===== src/rtl/alu_op_decoder_pkg.sv =====
// Shared definitions for the ALU operand decoder: one-hot ALU opcodes, MIPS
// opcode/funct encodings, the decoded bundle and the skid-buffer state.
package alu_op_decoder_pkg;

  localparam int DATA_WIDTH = 32;
  localparam int OP_WIDTH   = 16;

  // One-hot opcodes, bit-identical to the encoding the ALU consumes.
  localparam logic [OP_WIDTH-1:0] ALUOP_AND  = 16'h0001;
  localparam logic [OP_WIDTH-1:0] ALUOP_OR   = 16'h0002;
  localparam logic [OP_WIDTH-1:0] ALUOP_ADD  = 16'h0004;
  localparam logic [OP_WIDTH-1:0] ALUOP_SUB  = 16'h0008;
  localparam logic [OP_WIDTH-1:0] ALUOP_SLT  = 16'h0010;
  localparam logic [OP_WIDTH-1:0] ALUOP_XOR  = 16'h0020;
  localparam logic [OP_WIDTH-1:0] ALUOP_NOR  = 16'h0040;
  localparam logic [OP_WIDTH-1:0] ALUOP_SLTU = 16'h0080;
  localparam logic [OP_WIDTH-1:0] ALUOP_SLL  = 16'h0100;
  localparam logic [OP_WIDTH-1:0] ALUOP_SRL  = 16'h0200;
  localparam logic [OP_WIDTH-1:0] ALUOP_SRA  = 16'h0400;
  localparam logic [OP_WIDTH-1:0] ALUOP_LUI  = 16'h0800;
  localparam logic [OP_WIDTH-1:0] ALUOP_A    = 16'h1000;
  localparam logic [OP_WIDTH-1:0] ALUOP_B    = 16'h2000;

  localparam logic [5:0] OPC_RTYPE = 6'h00;
  localparam logic [5:0] OPC_ADDI  = 6'h08;
  localparam logic [5:0] OPC_ADDIU = 6'h09;
  localparam logic [5:0] OPC_SLTI  = 6'h0A;
  localparam logic [5:0] OPC_SLTIU = 6'h0B;
  localparam logic [5:0] OPC_ANDI  = 6'h0C;
  localparam logic [5:0] OPC_ORI   = 6'h0D;
  localparam logic [5:0] OPC_XORI  = 6'h0E;
  localparam logic [5:0] OPC_LUI   = 6'h0F;
  localparam logic [5:0] OPC_LW    = 6'h23;
  localparam logic [5:0] OPC_SW    = 6'h2B;

  localparam logic [5:0] FUNCT_SLL  = 6'h00;
  localparam logic [5:0] FUNCT_SRL  = 6'h02;
  localparam logic [5:0] FUNCT_SRA  = 6'h03;
  localparam logic [5:0] FUNCT_SLLV = 6'h04;
  localparam logic [5:0] FUNCT_SRLV = 6'h06;
  localparam logic [5:0] FUNCT_SRAV = 6'h07;
  localparam logic [5:0] FUNCT_ADD  = 6'h20;
  localparam logic [5:0] FUNCT_ADDU = 6'h21;
  localparam logic [5:0] FUNCT_SUB  = 6'h22;
  localparam logic [5:0] FUNCT_SUBU = 6'h23;
  localparam logic [5:0] FUNCT_AND  = 6'h24;
  localparam logic [5:0] FUNCT_OR   = 6'h25;
  localparam logic [5:0] FUNCT_XOR  = 6'h26;
  localparam logic [5:0] FUNCT_NOR  = 6'h27;
  localparam logic [5:0] FUNCT_SLT  = 6'h2A;
  localparam logic [5:0] FUNCT_SLTU = 6'h2B;

  typedef struct packed {
    logic [OP_WIDTH-1:0]   alu_op;
    logic [DATA_WIDTH-1:0] alu_a;
    logic [DATA_WIDTH-1:0] alu_b;
    logic                  trap_en;
    logic                  illegal;
  } alu_bundle_t;

  // EMPTY: nothing held; MAIN: main slot valid; FULL: main and skid valid.
  typedef enum logic [1:0] {
    BUF_EMPTY = 2'd0,
    BUF_MAIN  = 2'd1,
    BUF_FULL  = 2'd2
  } buf_state_e;

endpackage


===== src/rtl/alu_op_decoder_if.sv =====
// Instruction-in / decoded-bundle-out channel pair of the ALU operand decoder.
interface alu_op_decoder_if
  import alu_op_decoder_pkg::*;
  ();

  // Both channels use valid/ready: a beat transfers on a rising clk edge where
  // valid&ready; once valid is high the sender holds valid and payload stable
  // until the transfer, and ready never depends combinationally on valid.
  logic                  in_valid;
  logic                  in_ready;
  logic [DATA_WIDTH-1:0] inst;
  logic [DATA_WIDTH-1:0] rs_data;
  logic [DATA_WIDTH-1:0] rt_data;

  logic                  out_valid;
  logic                  out_ready;
  logic [OP_WIDTH-1:0]   alu_op;
  logic [DATA_WIDTH-1:0] alu_a;
  logic [DATA_WIDTH-1:0] alu_b;
  logic                  trap_en;
  logic                  illegal;

  modport slave (
    input  in_valid, inst, rs_data, rt_data, out_ready,
    output in_ready, out_valid, alu_op, alu_a, alu_b, trap_en, illegal
  );

  modport master (
    output in_valid, inst, rs_data, rt_data, out_ready,
    input  in_ready, out_valid, alu_op, alu_a, alu_b, trap_en, illegal
  );

endinterface


===== src/rtl/alu_op_decoder_decode.sv =====
// Combinational MIPS instruction decode into a one-hot ALU opcode plus the
// selected A/B operands; undecodable words yield an all-zero bundle with illegal set.
module mips_alu_decode
  import alu_op_decoder_pkg::*;
  (
    input  logic [DATA_WIDTH-1:0] inst,
    input  logic [DATA_WIDTH-1:0] rs_data,
    input  logic [DATA_WIDTH-1:0] rt_data,
    output alu_bundle_t           bundle
  );

  logic [5:0]            opcode;
  logic [5:0]            funct;
  logic [DATA_WIDTH-1:0] imm_sext;
  logic [DATA_WIDTH-1:0] imm_zext;
  logic [DATA_WIDTH-1:0] shamt_zext;
  logic                  unused_reg_fields;

  assign opcode     = inst[31:26];
  assign funct      = inst[5:0];
  assign imm_sext   = {{(DATA_WIDTH-16){inst[15]}}, inst[15:0]};
  assign imm_zext   = {{(DATA_WIDTH-16){1'b0}}, inst[15:0]};
  assign shamt_zext = {{(DATA_WIDTH-5){1'b0}}, inst[10:6]};

  // Register indices were already used by the register file read.
  assign unused_reg_fields = ^inst[25:16];

  always_comb begin
    bundle = '0;
    case (opcode)
      OPC_RTYPE: begin
        bundle.alu_a = rs_data;
        bundle.alu_b = rt_data;
        case (funct)
          FUNCT_ADD:  begin bundle.alu_op = ALUOP_ADD; bundle.trap_en = 1'b1; end
          FUNCT_ADDU: bundle.alu_op = ALUOP_ADD;
          FUNCT_SUB:  begin bundle.alu_op = ALUOP_SUB; bundle.trap_en = 1'b1; end
          FUNCT_SUBU: bundle.alu_op = ALUOP_SUB;
          FUNCT_AND:  bundle.alu_op = ALUOP_AND;
          FUNCT_OR:   bundle.alu_op = ALUOP_OR;
          FUNCT_XOR:  bundle.alu_op = ALUOP_XOR;
          FUNCT_NOR:  bundle.alu_op = ALUOP_NOR;
          FUNCT_SLT:  bundle.alu_op = ALUOP_SLT;
          FUNCT_SLTU: bundle.alu_op = ALUOP_SLTU;
          // The ALU shifts B by A[4:0]; immediate shifts put shamt on A.
          FUNCT_SLL:  begin bundle.alu_op = ALUOP_SLL; bundle.alu_a = shamt_zext; end
          FUNCT_SRL:  begin bundle.alu_op = ALUOP_SRL; bundle.alu_a = shamt_zext; end
          FUNCT_SRA:  begin bundle.alu_op = ALUOP_SRA; bundle.alu_a = shamt_zext; end
          FUNCT_SLLV: bundle.alu_op = ALUOP_SLL;
          FUNCT_SRLV: bundle.alu_op = ALUOP_SRL;
          FUNCT_SRAV: bundle.alu_op = ALUOP_SRA;
          default: begin
            bundle         = '0;
            bundle.illegal = 1'b1;
          end
        endcase
      end
      OPC_ADDI: begin
        bundle.alu_op  = ALUOP_ADD;
        bundle.alu_a   = rs_data;
        bundle.alu_b   = imm_sext;
        bundle.trap_en = 1'b1;
      end
      OPC_ADDIU, OPC_LW, OPC_SW: begin
        bundle.alu_op = ALUOP_ADD;
        bundle.alu_a  = rs_data;
        bundle.alu_b  = imm_sext;
      end
      OPC_SLTI: begin
        bundle.alu_op = ALUOP_SLT;
        bundle.alu_a  = rs_data;
        bundle.alu_b  = imm_sext;
      end
      OPC_SLTIU: begin
        bundle.alu_op = ALUOP_SLTU;
        bundle.alu_a  = rs_data;
        bundle.alu_b  = imm_sext;
      end
      OPC_ANDI: begin
        bundle.alu_op = ALUOP_AND;
        bundle.alu_a  = rs_data;
        bundle.alu_b  = imm_zext;
      end
      OPC_ORI: begin
        bundle.alu_op = ALUOP_OR;
        bundle.alu_a  = rs_data;
        bundle.alu_b  = imm_zext;
      end
      OPC_XORI: begin
        bundle.alu_op = ALUOP_XOR;
        bundle.alu_a  = rs_data;
        bundle.alu_b  = imm_zext;
      end
      OPC_LUI: begin
        bundle.alu_op = ALUOP_LUI;
        bundle.alu_a  = rs_data;
        bundle.alu_b  = imm_zext;
      end
      default: bundle.illegal = 1'b1;
    endcase
  end

endmodule


===== src/rtl/alu_op_decoder.sv =====
// Decode/issue stage: decodes one instruction per handshake and registers the
// result behind a two-slot skid buffer so the ALU stage can stall losslessly.
module alu_op_decoder
  import alu_op_decoder_pkg::*;
  #(
    parameter int DATA_WIDTH = 32,
    parameter int OP_WIDTH   = 16
  )
  (
    input  logic             clk,
    input  logic             rst_n,
    alu_op_decoder_if.slave  bus,
    output buf_state_e       dbg_state
  );

  if (DATA_WIDTH != alu_op_decoder_pkg::DATA_WIDTH ||
      OP_WIDTH != alu_op_decoder_pkg::OP_WIDTH) begin : g_bad_width
    $error("alu_op_decoder supports only DATA_WIDTH=32, OP_WIDTH=16");
  end

  alu_bundle_t dec_bundle;
  alu_bundle_t main_q, main_d;
  alu_bundle_t skid_q, skid_d;
  buf_state_e  state_q, state_d;
  logic        accept;
  logic        emit;

  mips_alu_decode u_decode (
    .inst    (bus.inst),
    .rs_data (bus.rs_data),
    .rt_data (bus.rt_data),
    .bundle  (dec_bundle)
  );

  // in_ready comes only from registered state, so out_ready never reaches it.
  assign bus.in_ready  = (state_q != BUF_FULL);
  assign bus.out_valid = (state_q != BUF_EMPTY);
  assign accept        = bus.in_valid & bus.in_ready;
  assign emit          = bus.out_valid & bus.out_ready;

  always_comb begin
    state_d = state_q;
    main_d  = main_q;
    skid_d  = skid_q;
    case (state_q)
      BUF_EMPTY: begin
        if (accept) begin
          main_d  = dec_bundle;
          state_d = BUF_MAIN;
        end
      end
      BUF_MAIN: begin
        case ({accept, emit})
          2'b11: main_d = dec_bundle;
          2'b10: begin
            skid_d  = dec_bundle;
            state_d = BUF_FULL;
          end
          2'b01: begin
            main_d  = '0;
            state_d = BUF_EMPTY;
          end
          default: ;
        endcase
      end
      BUF_FULL: begin
        // No accept is possible here, so the skid entry simply advances.
        if (emit) begin
          main_d  = skid_q;
          skid_d  = '0;
          state_d = BUF_MAIN;
        end
      end
      default: begin
        state_d = BUF_EMPTY;
        main_d  = '0;
        skid_d  = '0;
      end
    endcase
  end

  always_ff @(posedge clk or negedge rst_n) begin
    if (!rst_n) begin
      state_q <= BUF_EMPTY;
      main_q  <= '0;
      skid_q  <= '0;
    end else begin
      state_q <= state_d;
      main_q  <= main_d;
      skid_q  <= skid_d;
    end
  end

  assign bus.alu_op  = main_q.alu_op;
  assign bus.alu_a   = main_q.alu_a;
  assign bus.alu_b   = main_q.alu_b;
  assign bus.trap_en = main_q.trap_en;
  assign bus.illegal = main_q.illegal;
  assign dbg_state   = state_q;

endmodule


===== src/flat_wrapper.sv =====
// flat-port wrapper written by rule: the top's interface ports become plain ports
module alu_op_decoder_flat import alu_op_decoder_pkg::*;
#(
    parameter int DATA_WIDTH = 32,
    parameter int OP_WIDTH   = 16
  )
  (clk, rst_n, dbg_state, bus_in_valid, bus_inst, bus_rs_data, bus_rt_data, bus_out_ready, bus_in_ready, bus_out_valid, bus_alu_op, bus_alu_a, bus_alu_b, bus_trap_en, bus_illegal);
  alu_op_decoder_if bus_i ();
  input  logic clk;
  input  logic rst_n;
  output buf_state_e dbg_state;
  input wire logic [$bits(bus_i.in_valid)-1:0] bus_in_valid;
  input wire logic [$bits(bus_i.inst)-1:0] bus_inst;
  input wire logic [$bits(bus_i.rs_data)-1:0] bus_rs_data;
  input wire logic [$bits(bus_i.rt_data)-1:0] bus_rt_data;
  input wire logic [$bits(bus_i.out_ready)-1:0] bus_out_ready;
  output wire logic [$bits(bus_i.in_ready)-1:0] bus_in_ready;
  output wire logic [$bits(bus_i.out_valid)-1:0] bus_out_valid;
  output wire logic [$bits(bus_i.alu_op)-1:0] bus_alu_op;
  output wire logic [$bits(bus_i.alu_a)-1:0] bus_alu_a;
  output wire logic [$bits(bus_i.alu_b)-1:0] bus_alu_b;
  output wire logic [$bits(bus_i.trap_en)-1:0] bus_trap_en;
  output wire logic [$bits(bus_i.illegal)-1:0] bus_illegal;
  assign bus_i.in_valid = bus_in_valid;
  assign bus_i.inst = bus_inst;
  assign bus_i.rs_data = bus_rs_data;
  assign bus_i.rt_data = bus_rt_data;
  assign bus_i.out_ready = bus_out_ready;
  assign bus_in_ready = bus_i.in_ready;
  assign bus_out_valid = bus_i.out_valid;
  assign bus_alu_op = bus_i.alu_op;
  assign bus_alu_a = bus_i.alu_a;
  assign bus_alu_b = bus_i.alu_b;
  assign bus_trap_en = bus_i.trap_en;
  assign bus_illegal = bus_i.illegal;
  alu_op_decoder #(.DATA_WIDTH(DATA_WIDTH), .OP_WIDTH(OP_WIDTH)) u_core (.clk(clk), .rst_n(rst_n), .bus(bus_i), .dbg_state(dbg_state));
endmodule

===== config.mk =====
export PLATFORM = sky130hd
export DESIGN_NAME = alu_op_decoder_flat
export DESIGN_NICKNAME = d
export VERILOG_FILES = /design/src/rtl/alu_op_decoder_pkg.sv /design/src/rtl/alu_op_decoder_if.sv /design/src/rtl/alu_op_decoder_decode.sv /design/src/rtl/alu_op_decoder.sv /design/src/flat_wrapper.sv
export SDC_FILE = /design/constraint.sdc
export NUM_CORES = 1
export LEC_CHECK = 0
export ABC_CLOCK_PERIOD_IN_PS = 2800
export CAP_MARGIN = 20
export CORE_MARGIN = 4
export CORE_UTILIZATION = 39
export CTS_CLUSTER_SIZE = 25
export DETAILED_ROUTE_END_ITERATION = 12
export GPL_ROUTABILITY_DRIVEN = 0
export GPL_TIMING_DRIVEN = 0
export PLACE_DENSITY = 0.65
export SLEW_MARGIN = 30
export SYNTH_ARGS = -nofsm -noshare
export SYNTH_HDL_FRONTEND = slang
export SYNTH_SLANG_ARGS = --single-unit
export TNS_END_PERCENT = 100

===== constraint.sdc =====
create_clock -name clk -period 2.8 [get_ports clk]
set_clock_uncertainty 0.15 [all_clocks]
set_input_delay 0.7 -clock clk [delete_from_list [all_inputs] [get_ports clk]]
set_output_delay 0.7 -clock clk [all_outputs]
set_load 0.01 [all_outputs]

==> results of run 1 <==
==> logic make-up after synthesis <==
group | after synthesis | synth area share, %
multiplexers | 1 | 0.147
other | 1 | 0.0489
AO/OA/AOI/OAI | 324 | 31.1
AND/OR/NAND/NOR | 191 | 12.0
buffers and inverters | 81 | 5.19
flip-flops | 158 | 51.5
==> registers in the layout (all words and copies together) (netlist names) <==
signal              count
u_core.skid_q          78
u_core.bus.alu_a       32
u_core.bus.alu_b       32
u_core.bus.alu_op      12
u_core.dbg_state        2
u_core.bus.illegal      1
u_core.bus.trap_en      1
==> where the power goes <==
group	internal (mW)	leakage [nW]	total [mW]	switching, mW
Clock	1.49	0.294	2.44	0.944
Combinational	0.478	1.99	1.23	0.756
Sequential	2.39	2.19	2.46	0.0701
Total	4.36	4.47	6.13	1.77
==> cells in the final DEF, fill, tap and decap left out, types with 5 or more instances in the layout <==
cell type	netlist	routed
nor2_1	49	49
nor2b_1	20	20
clkbuf_2	0	8
a22oi_1	65	65
clkbuf_1	48	38
o211ai_1	12	12
a221oi_1	14	14
o22ai_1	6	5
clkdlybuf4s50_1	0	167
buf_2	15	13
a41o_1	16	16
nand2_1	69	69
nand3_1	18	18
dfrtp_1	158	158
a222oi_1	16	16
nand2b_1	6	6
a22o_1	64	64
buf_4	5	9
a21oi_1	23	22
buf_6	6	7
and2_1	6	6
o21ai_1	9	9
clkbuf_16	0	17
nor3_1	5	5
o21ai_0	78	78
==> what timing repair did <==
action                     CTS  global route
pin swaps                    0             1
gates resized for setup     13            15
hold buffers                 0             0
setup endpoints to repair   26            94
buffers inserted             1             2
==> final cells by class <==
cell class	count	area, µm²
flip-flops and latches	158	3950
well taps	265	332
fillers	1769	8970
inverters	4	15.0
plain buffers	76	409
clock inverters	10	135
multi-input cells	520	3360
repair buffers	173	1750
clock buffers	22	484
==> layer usage <==
metal	GRT usage, %	vias up
li1	-	3258
met1	31.8	3469
met2	33.8	276
met3	5.58	33
met4	5.73	4
met5	0	-
==> stage by stage <==
stage	hold WS [ns]	std cells
final	0.0876	1228
after floorplan	0.254	759
after detailed placement	0.321	1194
after global routing	0.130	1228
after global placement	0.312	1193
after CTS	0.113	1226
==> final timing paths <==
kind,startpoint,cells after the start,to
max in group asynchronous,rst_n,2,u_core.bus.alu_b[23]$_DFFE_PN0P_
setup reg to reg,u_core.dbg_state[1]$_DFFE_PN0P_,7,u_core.bus.alu_a[22]$_DFFE_PN0P_
hold reg to reg,u_core.skid_q[73]$_DFFE_PN0P_,2,u_core.skid_q[73]$_DFFE_PN0P_
hold / removal,rst_n,1,u_core.bus.alu_a[15]$_DFFE_PN0P_
setup / recovery,u_core.dbg_state[1]$_DFFE_PN0P_,5,bus_in_ready
min in group clk,u_core.skid_q[73]$_DFFE_PN0P_,2,u_core.skid_q[73]$_DFFE_PN0P_
==> results, run 1 <==
- Of all nets on the critical path, the largest fanout is 8.
- The number of antenna violations at the first check in global routing is 2.
- Clock latency on the worst-skew pair, taken at its later pin, is 0.42 ns.
- In this run the power density over the cells is 587 nW/µm².
- The run finished with clean final reports.
- The number of CTS-inserted buffers is 17.
- The H-tree level count is 4.
- Once detail routing completed, the nets flagged for antenna violations numbered 0.
- Across the run, the number of max-cap violations was 0.
- The critical path launch point type is a register.
- The overall global routing resource usage is 22.2%.
- The largest voltage drop on the vdd net is 0.453 mV.
- The number of antenna diodes in the final layout is 0.
- The largest total area in the synthesized netlist belongs to dfrtp_1.
- Sorting the synthesized cells by how often they occur yields 158 x dfrtp_1, 78 x o21ai_0, 69 x nand2_1.
- In the finished design, the share of the clock period the worst path needs comes to 96.7%.
- The post-layout instance area is around 10000 µm².
- In the synthesized netlist the dominant register cell turns out to be dfrtp_1.
- The root buffer cell chosen for the clock tree is clkbuf_16.
- Broken down by cell family, the worst path's largest delay share belongs to buffers and inverters.
- The fraction of final layout cells sized beyond drive strength 1 is 9.66%.
- The number of register bits inferred by synthesis is around 160.
- The core region is 19400 µm².
- Data on the critical path is required at its endpoint by 1.95 ns.
- The synthesis warning total is 0.
- Input and output buffers added on the ports amount to roughly 170.
- The synthesized area per cell is 10.1 µm².
- The setup slack on the worst flop-to-flop path is 0.35 ns.
- The estimated wirelength of the detail-placed design is 17400 µm.
- The share of Yosys cell area claimed by the top area cell type is approximately half.
- The cell count after synthesis is 756.
- After detailed routing, the met3 layer carries 1940 µm of wire.
- In the final routed layout, each cell accounts on average for 20.2 µm.
- The via count is 7040.
- The via count of the first global-routing pass is 6874.
- Prior to clock tree synthesis, the placed netlist has a worst setup slack of -0.558 ns.
- Once placement finished, the instance area stood at slightly below 10000 µm².
- Counting along the longest clock path gives a buffer depth of 2.
- The detailed-routing iteration count for the pre-antenna-repair pass is 5.
- For this configuration, the core starts out at a cell density of 39.6%.
- TritonCTS built the clock tree.
- The mapped netlist covers approximately 7700 µm².
- The area of the die is 22000 µm².
- The number of pins exceeding their max-slew limit in the final report is 0.
- The share of the Yosys chip area taken by registers is 51.5%.
- The number of synthesized flops with an enable pin is 0.
- The hold violation count in the final report was 0.
- The slowest cell on the critical path is clkdlybuf4s50_1.
- The count of different cell masters after synthesis is between 50 and 60.
- The kind of capture point of the worst setup path is a primary output.
- In the final timing run, aggregate negative setup slack is 0 ns.
- The number of I/O pins is 186.
- The detailed-route vias per instance is 5.73.
- By area the synthesized netlist is led by dfrtp_1 52%, a22o_1 7.3%, a22oi_1 6.4%.
- The width of the die is 148 µm.
- The height of the die is 148 µm.
- At the pin with the least slew margin, the transition time is between 0.6 and 0.7 ns.
- The site row count is between 50 and 60.
- The power after layout is between 6 and 7 mW.
- Together, buffers and inverters on the worst path number 4.
- Setup repair after global routing left no endpoint under its margin.
- The standby leakage power is 4.47 nW.
- The routed design has 24800 µm of wire.
- The net count of the finished layout is 1050.
- After clock tree synthesis, the clock-pin slew on the worst setup and hold paths is 0.06 ns.
- The detailed router put a total of 11000 µm of wire on met1.
- The most numerous cell in the Yosys netlist is dfrtp_1.
- For the worst setup path, the data arrival time is 1.86 ns.
- The pin count of the biggest net entering global routing is 85.
- The total overflow left after global routing is 0.
- Measured on the finished design, the core utilization comes to 53.8%.
- The wire length of the first global-routing pass is 38400 µm.
- The type of the most critical hold path is in -> async.
- Setup violations remaining at the end of the flow were counted as 0.
- The fraction of synthesis flops using an asynchronous set or reset pin is 100%.
- The setup path with the least slack is of type reg -> out.
- The highest clock rate is between 300 and 400 MHz.
- In this run the tightest slew margin relative to its limit is a little under three fifths.
- In the routed design, unresolved DRC markers number 0.
- In this run the top signal layer used is met5.
- The critical path goes through buf_4, nor2b_1, buf_6, inv_1, clkdlybuf4s50_1.
- The worst path in the final design needs a cycle of 2.71 ns, including I/O delays and setup.
- The routed wire length on met2 is 11400 µm.
- The area growth from synthesis to layout is 35.9%.
- On the worst path, the slowest cell contributes a delay of 0.54 ns.
- Once routing completed, OpenROAD measured the worst setup slack at 0.0917 ns.
- The CTS sink count is 158.
- For this block, the initial DRC count from the detailed router was 565.
Note: power is estimated with default switching activity, not from simulation.
==> run 2: changes to the inputs <==
--- a/config.mk
+++ b/config.mk
@@ -7,8 +7,10 @@
 export LEC_CHECK = 0
 export ABC_CLOCK_PERIOD_IN_PS = 2800
 export CAP_MARGIN = 20
+export CORE_ASPECT_RATIO = 1.5
 export CORE_MARGIN = 4
 export CORE_UTILIZATION = 39
+export CTS_CLUSTER_DIAMETER = 30
 export CTS_CLUSTER_SIZE = 25
 export DETAILED_ROUTE_END_ITERATION = 12
 export GPL_ROUTABILITY_DRIVEN = 0
@@ -18,4 +20,4 @@
 export SYNTH_ARGS = -nofsm -noshare
 export SYNTH_HDL_FRONTEND = slang
 export SYNTH_SLANG_ARGS = --single-unit
-export TNS_END_PERCENT = 100
+export TNS_END_PERCENT = 50
==> run 2 against run 1 <==
Effect of this change: critical endpoint is now u_core.skid_q[56]$_DFFE_PN0P_; die area rose by 0.21%; highest routed layer is now met4; maximum frequency rose by 0.70%; register-to-register slack got worse by 0.04 ns; via count fell by 0.23%; sequential cell count did not move; sequential power barely moved; largest power group unchanged.
==> results, run 2 (synthesis results as in run 1) <==
- The clock transition at the registers of the reported paths is 0.06 ns.
- The number of pins exceeding their max-slew limit in the final report is 0.
- The library cell used most frequently in the layout, excluding fill and tap cells, is clkdlybuf4s50_1.
- On the worst path, the slowest cell contributes a delay of ~0.57 ns.
- The number of inserted diodes is 0.
- The storage element area is approximately 4000 µm².
- The share of the clock period used by the worst path is between 90% and 100%.
- The area growth from synthesis to final layout is 34.7%.
- In the final layout, the share of cells above drive strength 1 is slightly above 9%.
- The number of buffers inserted for hold repair after clock tree synthesis is 0.
- Max-cap violations in this run came to 0.
- The number of antenna violations at the first check in global routing was 0.
- The core region is 19200 µm².
- The root buffer cell chosen for the clock tree is clkbuf_16.
- After detailed routing, the number of vias per cell comes to 5.78.
- The pin count of the biggest net entering global routing is 87.
- Summing all multi-input logic gate instances after layout gives ~3400 µm².
- In this run the count of I/O pins placed on the die edge is 186.
- The floorplan has 62 rows.
- For the pin with the worst max-slew slack, the measured transition is 0.634 ns.
- Post-CTS timing repair inserted 0 buffers for setup.
- Traced cell by cell, the critical path runs through clkdlybuf4s50_1, or3_4, nor4b_4, a31oi_4, nor2_8, buf_6, a22o_1.
- The number of buffers between clock root and the deepest sink is 2.
- In this run the worst setup path begins at bus_inst[28].
- The kind of capture point of the worst setup path is a register.
- For the worst flop-to-flop path, the logic depth is 8.
- In the routed design, unresolved DRC markers number 0.
- The least setup slack across all paths after layout is 0.110 ns.
- The slowest cell on the critical path is clkdlybuf4s50_1.
- The starting utilization of the core area is between 30% and 40%.
- The critical path launch point type is a primary input.
- Final hold analysis gives a worst-case slack of 0.0700 ns.
- In the global route stage, overall resource usage came out at a little under a quarter.
- Dividing total power by cell area gives a power density of approximately 570 nW/µm².
- The number of CTS-inserted buffers is 17.
- The flow ran to the end, and the final reports show no timing, DRC or antenna violations.
- The area of the die is roughly 22000 µm².
- Summed over all layers, the global routing overflow is 0.
- The standby leakage power is 4.42 nW.
- The max-slew headroom at the worst pin is about 58%.
- At the later pin of the worst-skew pair, clock insertion delay measures 0.43 ns.
- The net count of the finished layout is 1047.
- The flip-flop count of the largest register, all copies and words added is 78.
- The first TritonRoute pass finished after 7 iterations.
- The estimated wirelength of the detail-placed design is 18000 µm.
- After routing, the total negative slack on setup checks comes to 0 ns.
- The H-tree level count is 4.
- Setup repair after global routing left no endpoint under its margin.
- OpenSTA, run right after detailed placement, puts the worst setup slack at -0.638 ns.
- The height of the die is 180 µm.
- The via count of the first global-routing pass is approximately 7000.
- STA puts the critical path data arrival time at 2.91 ns.
- The required time at the endpoint of the critical path is 3.02 ns.
- The highest clock rate is approximately 370 MHz.
- The largest register by flop count is u_core.skid_q.
- The wire length of the first global-routing pass is 39100 µm.
- The layout has around 1800 filler cells.
- The classification of the worst setup path is in -> reg.
- The post-layout minimum cycle time is 2.69 ns.
- The TritonCTS clock tree is built.
- Once layout is complete, the cells apart from fillers number 1216.
- The largest voltage drop on the vdd net is around 0.36 mV.
- The type of the most critical hold path is in -> async.
- The capturing point of the worst reg2reg path is u_core.bus.alu_op[6]$_DFFE_PN0P_.
- The die is 123 µm wide.
- The startpoint of the worst-slack reg-to-reg timing path is u_core.dbg_state[1]$_DFFE_PN0P_.
- The post-placement cell count is 1185.
- The maximum fanout along the worst path is 10.
- CTS saw 158 sinks.
- The count of input and output buffers is ~170.
- The detailed router placed between 7000 and 8000 vias in this run.
- Dividing the detail-routed wire length by the instance count gives just over 20 µm.
- The sum of routed wire length over all layers is 25000 µm.
- The setup violation total in the final timing report is 0.
- The number of nets with antenna violations after detailed routing is 0.
- The hold violation count in the final report is 0.
- For this block, the initial DRC count from the detailed router was roughly 690.
- The library cells used most frequently in the layout, excluding fill and tap cells, are 166 x clkdlybuf4s50_1, 158 x dfrtp_1, 78 x o21ai_0.
- In this run the register-to-register setup slack is 0.31 ns.
## run 2: cell types whose count changed in the layout (fill, tap and decap cells not counted), sizes merged, moves of 3 or more
cell	delta
buf	-3
bufinv	-3
clkbuf	-5
inv	+10
## run 2: stage by stage
| step | cell area (µm²) | util (%) | power, mW |
|---|---|---|---|
| final | 10300 | 53.7 | 5.94 |
| after CTS | 10300 | 53.6 | 5.97 |
| after global placement | 9700 | 50.4 | 3.69 |
| after detailed placement | 9730 | 50.6 | 3.70 |
| after global routing | 10300 | 53.7 | 6.20 |
| after floorplan | 7680 | - | 3.10 |
## run 2: final cells by class
class	instances	area share (%)
buffer	76	3.83
clock inverter	15	1.39
clock buffer	17	4.12
tap	256	3.10
sequential	158	38.3
inverter	4	0.145
timing repair buffer	170	16.7
multi-input combinational	520	32.5
## run 2: worst max-delay path by stage
stage / to / slack (ns) / cells after the start
floorplan: u_core.bus.illegal$_DFFE_PN0P_ / 0.47 / 6
global placement: u_core.bus.alu_a[2]$_DFFE_PN0P_ / -5.79 / 1
detailed placement: u_core.skid_q[13]$_DFFE_PN0P_ / -0.64 / 7
CTS: u_core.bus.alu_a[30]$_DFFE_PN0P_ / 0.06 / 7
global route: bus_in_ready / 0.02 / 5
finish: u_core.skid_q[56]$_DFFE_PN0P_ / 0.11 / 7
## run 2: where the power goes
group,total (mW),internal [mW],leakage (nW),switching [mW]
logic,1.22,0.465,1.96,0.750
clock network,2.26,1.18,0.274,1.08
registers,2.46,2.38,2.19,0.0734
total,5.94,4.03,4.42,1.90
## run 2: worst max-delay path, delay by kind of cell
family	cells	cell delay, ns
buffers and inverters	2	0.75
AO/OA/AOI/OAI	2	0.40
AND/OR/NAND/NOR	3	1.05
## run 2: repair_timing
item                                    in CTS  in global routing
endpoints found under the setup margin      22                 77
pin swaps                                    0                  1
cloned                                       0                  0
gates resized for setup                     10                  8
## run 2: metal layers
layer  GRT usage (%)  share of wire [%]  vias up
met5               0                  0        -
met4            6.32                1.7        0
met3            5.16                6.8       33
met2            38.5                 51      270
met1            29.3                 41     3468
li1                -                  -     3253
==> run 3: changes to the inputs <==
--- a/config.mk
+++ b/config.mk
@@ -6,8 +6,6 @@
 export NUM_CORES = 1
 export LEC_CHECK = 0
 export ABC_CLOCK_PERIOD_IN_PS = 2800
-export CAP_MARGIN = 20
-export CORE_ASPECT_RATIO = 1.5
 export CORE_MARGIN = 4
 export CORE_UTILIZATION = 39
 export CTS_CLUSTER_DIAMETER = 30
@@ -15,7 +13,7 @@
 export DETAILED_ROUTE_END_ITERATION = 12
 export GPL_ROUTABILITY_DRIVEN = 0
 export GPL_TIMING_DRIVEN = 0
-export PLACE_DENSITY = 0.65
+export PLACE_DENSITY = 0.75
 export SLEW_MARGIN = 30
 export SYNTH_ARGS = -nofsm -noshare
 export SYNTH_HDL_FRONTEND = slang
==> run 3 against run 2 <==
Effect of this change: utilization down 0.65 points; die area down 0.21%; via count up 1.8%; combinational power about the same; non-clock buffer count up 3; clock-buffer cell count up 4; critical path depth down 2; setup slack worse by 0.014 ns; first-iteration DRC count up 2.0%; power down 3.4%; largest cell class unchanged; largest power group unchanged.
==> results, run 3 (synthesis results as in run 1) <==
- The hold violation count in the final report was 0.
- The number of I/O pins is between 150 and 200.
- The worst setup path is launched from a register.
- The post-layout minimum cycle time is 2.70 ns.
- Detailed placement finished with a half-perimeter wire length of 17600 µm.
- After clock tree synthesis, the clock-pin slew on the worst setup and hold paths is 0.06 ns.
- During placement, the flow inserted port buffers numbering 169.
- In the layout the commonest cells are 166 x clkdlybuf4s50_1, 158 x dfrtp_1, 78 x o21ai_0.
- The detailed-routing iteration count for the pre-antenna-repair pass is 8.
- No sink is reached through more buffers than the 2 on the longest clock path.
- The largest voltage drop on the vdd net is between 0.4 and 0.5 mV.
- Across all setup checks in the final design, the least slack found is between 0.09 and 0.1 ns.
- After floorplanning, the core was sized to cover 19400 µm².
- The TritonCTS clock tree is built.
- For this run, the top clock speed supported by timing is 370 MHz.
- The number of inserted diodes is 0.
- Clock latency on the worst-skew pair, taken at its later pin, is 0.42 ns.
- After detailed routing, the average wire length per cell comes to slightly above 20 µm.
- The flip-flop count of the largest register, all copies and words added is 78.
- The height of the die is between 100 and 150 µm.
- The worst setup path is captured at a primary output.
- The standby leakage power is 4.42 nW.
- The startpoint of the worst-slack reg-to-reg timing path is u_core.dbg_state[1]$_DFFE_PN0P_.
- The slew of the pin with the lowest slew margin is between 0.6 and 0.7 ns.
- For this block, the routed nets add up to 24700 µm of wire.
- For the worst setup path, the data required time is 1.95 ns.
- The via count of the first global-routing pass is 6863.
- The area growth from synthesis to final layout is 34.1%.
- The first routing iteration left 701 violations.
- Measured against its own limit, the worst slew margin works out to 56.9%.
- The root cell of the clock tree is clkbuf_16.
- The critical path is of the reg -> out type.
- The areal power density over the cells is 557 nW/µm².
- The number of buffers inserted for hold repair after clock tree synthesis is 0.
- Buffers inserted during clock tree synthesis total 17.
- The width of the die is 148 µm.
- The setup violation total in the final timing report is 0.
- The critical path arrival is 1.85 ns.
- The tree built by TritonCTS fans out to between 150 and 200 sinks.
- After routing, the total negative slack on setup checks comes to 0 ns.
- Using the TritonRoute via totals, the vias-per-cell ratio works out to between 5 and 6.
- The net count of the finished layout is 1050.
- Across the run, the number of max-cap violations was 0.
- The pin count of the biggest net entering global routing is 83.
- The share of the clock period used by the worst path is 96.5%.
- Fill cells in the final layout number 1760.
- The detailed router placed 7150 vias in this run.
- The H-tree level count is 4.
- The largest register by flop count is u_core.skid_q.
- In this run the worst hold path is classified as in -> async.
- In this run the critical register-to-register path is captured at u_core.bus.alu_b[15]$_DFFE_PN0P_.
- The floorplan has 51 rows.
- The placement-stage worst setup slack is -0.576 ns.
- Setup repair after global routing left no endpoint under its margin.
- The number of pins exceeding their max-slew limit in the final report was 0.
- The number of antenna violations at the first check in global routing is 1.
- The count of nets left with antenna violations once routing finished came out at 0.
- The wire length of the first global-routing pass is 38400 µm.
- For this configuration, the core starts out at a cell density of 39.6%.
- Global routing used 22.1% of the available tracks.
- The die covers 22000 µm².
- The library cell used most frequently in the layout, excluding fill and tap cells, is clkdlybuf4s50_1.
- At the end of the flow the core is filled with cells to 53.1%.
- The setup slack on the worst flop-to-flop path is roughly 0.34 ns.
- The number of cells on the worst reg-to-reg path is 7.
- The maximum fanout along the worst path is 8.
- The power after layout is between 5 and 6 mW.
- The aggregate global routing overflow is 0.
- Across all hold checks on the routed design, the worst slack comes to around 0.11 ns.
- After detailed routing, the number of remaining DRC violations is 0.
- The flow ran to the end, and the final reports show no timing, DRC or antenna violations.
- The fraction of final layout cells sized beyond drive strength 1 is under 10%.
-- run 3: power breakdown --
part / switching [mW] / total (mW) / leakage [nW] / internal [mW]
clock: 0.893 / 2.05 / 0.254 / 1.16
sequential: 0.0700 / 2.46 / 2.19 / 2.39
combinational: 0.758 / 1.23 / 1.98 / 0.472
total: 1.72 / 5.74 / 4.42 / 4.01
-- run 3: final cells by class --
type / instances / area, µm² / area share (%)
flip-flops and latches: 158 / 3950 / 38.4
multi-input cells: 520 / 3340 / 32.5
repair buffers: 173 / 1750 / 17.0
clock buffers: 21 / 460 / 4.47
plain buffers: 76 / 398 / 3.87
well taps: 265 / 332 / 3.22
clock inverters: 7 / 42.5 / 0.413
inverters: 4 / 15.0 / 0.146
-- run 3: repair_timing --
item / CTS / global route
pin swaps: 0 / 1
cloned: 0 / 0
resized for setup: 8 / 12
setup buffers: 1 / 2
endpoints found under the setup margin: 12 / 100
-- run 3: worst max path at each step --
stage,slack (ns),end,start
finish,0.1,bus_in_ready,u_core.dbg_state[1]$_DFFE_PN0P_
global route,0.02,u_core.bus.alu_a[17]$_DFFE_PN0P_,bus_in_valid
CTS,0.002,bus_in_ready,u_core.dbg_state[1]$_DFFE_PN0P_
detailed placement,-0.58,u_core.skid_q[15]$_DFFE_PN0P_,bus_in_valid
global placement,-5.74,u_core.bus.alu_b[27]$_DFFE_PN0P_,rst_n
floorplan,0.47,u_core.bus.illegal$_DFFE_PN0P_,bus_inst[31]
-- run 3: stage by stage --
step	std cells	area [µm²]
after global routing	1224	10300
after detailed placement	1194	9740
after global placement	1193	9710
after CTS	1222	10300
after floorplan	759	7680
final	1224	10300
-- run 3: routing by layer --
metal  part of all wire (%)  global-route usage (%)
met5                  0.028                       0
met4                    2.7                    7.67
met3                    7.1                    5.24
met2                     45                    33.0
met1                     45                    31.5
-- run 3: critical path: stages, from the launching register on --
cell and delay, ns:
dfrtp_1 0.38, buf_2 0.18, nor2b_1 0.15, buf_6 0.11, inv_1 0.08, clkdlybuf4s50_1 0.54
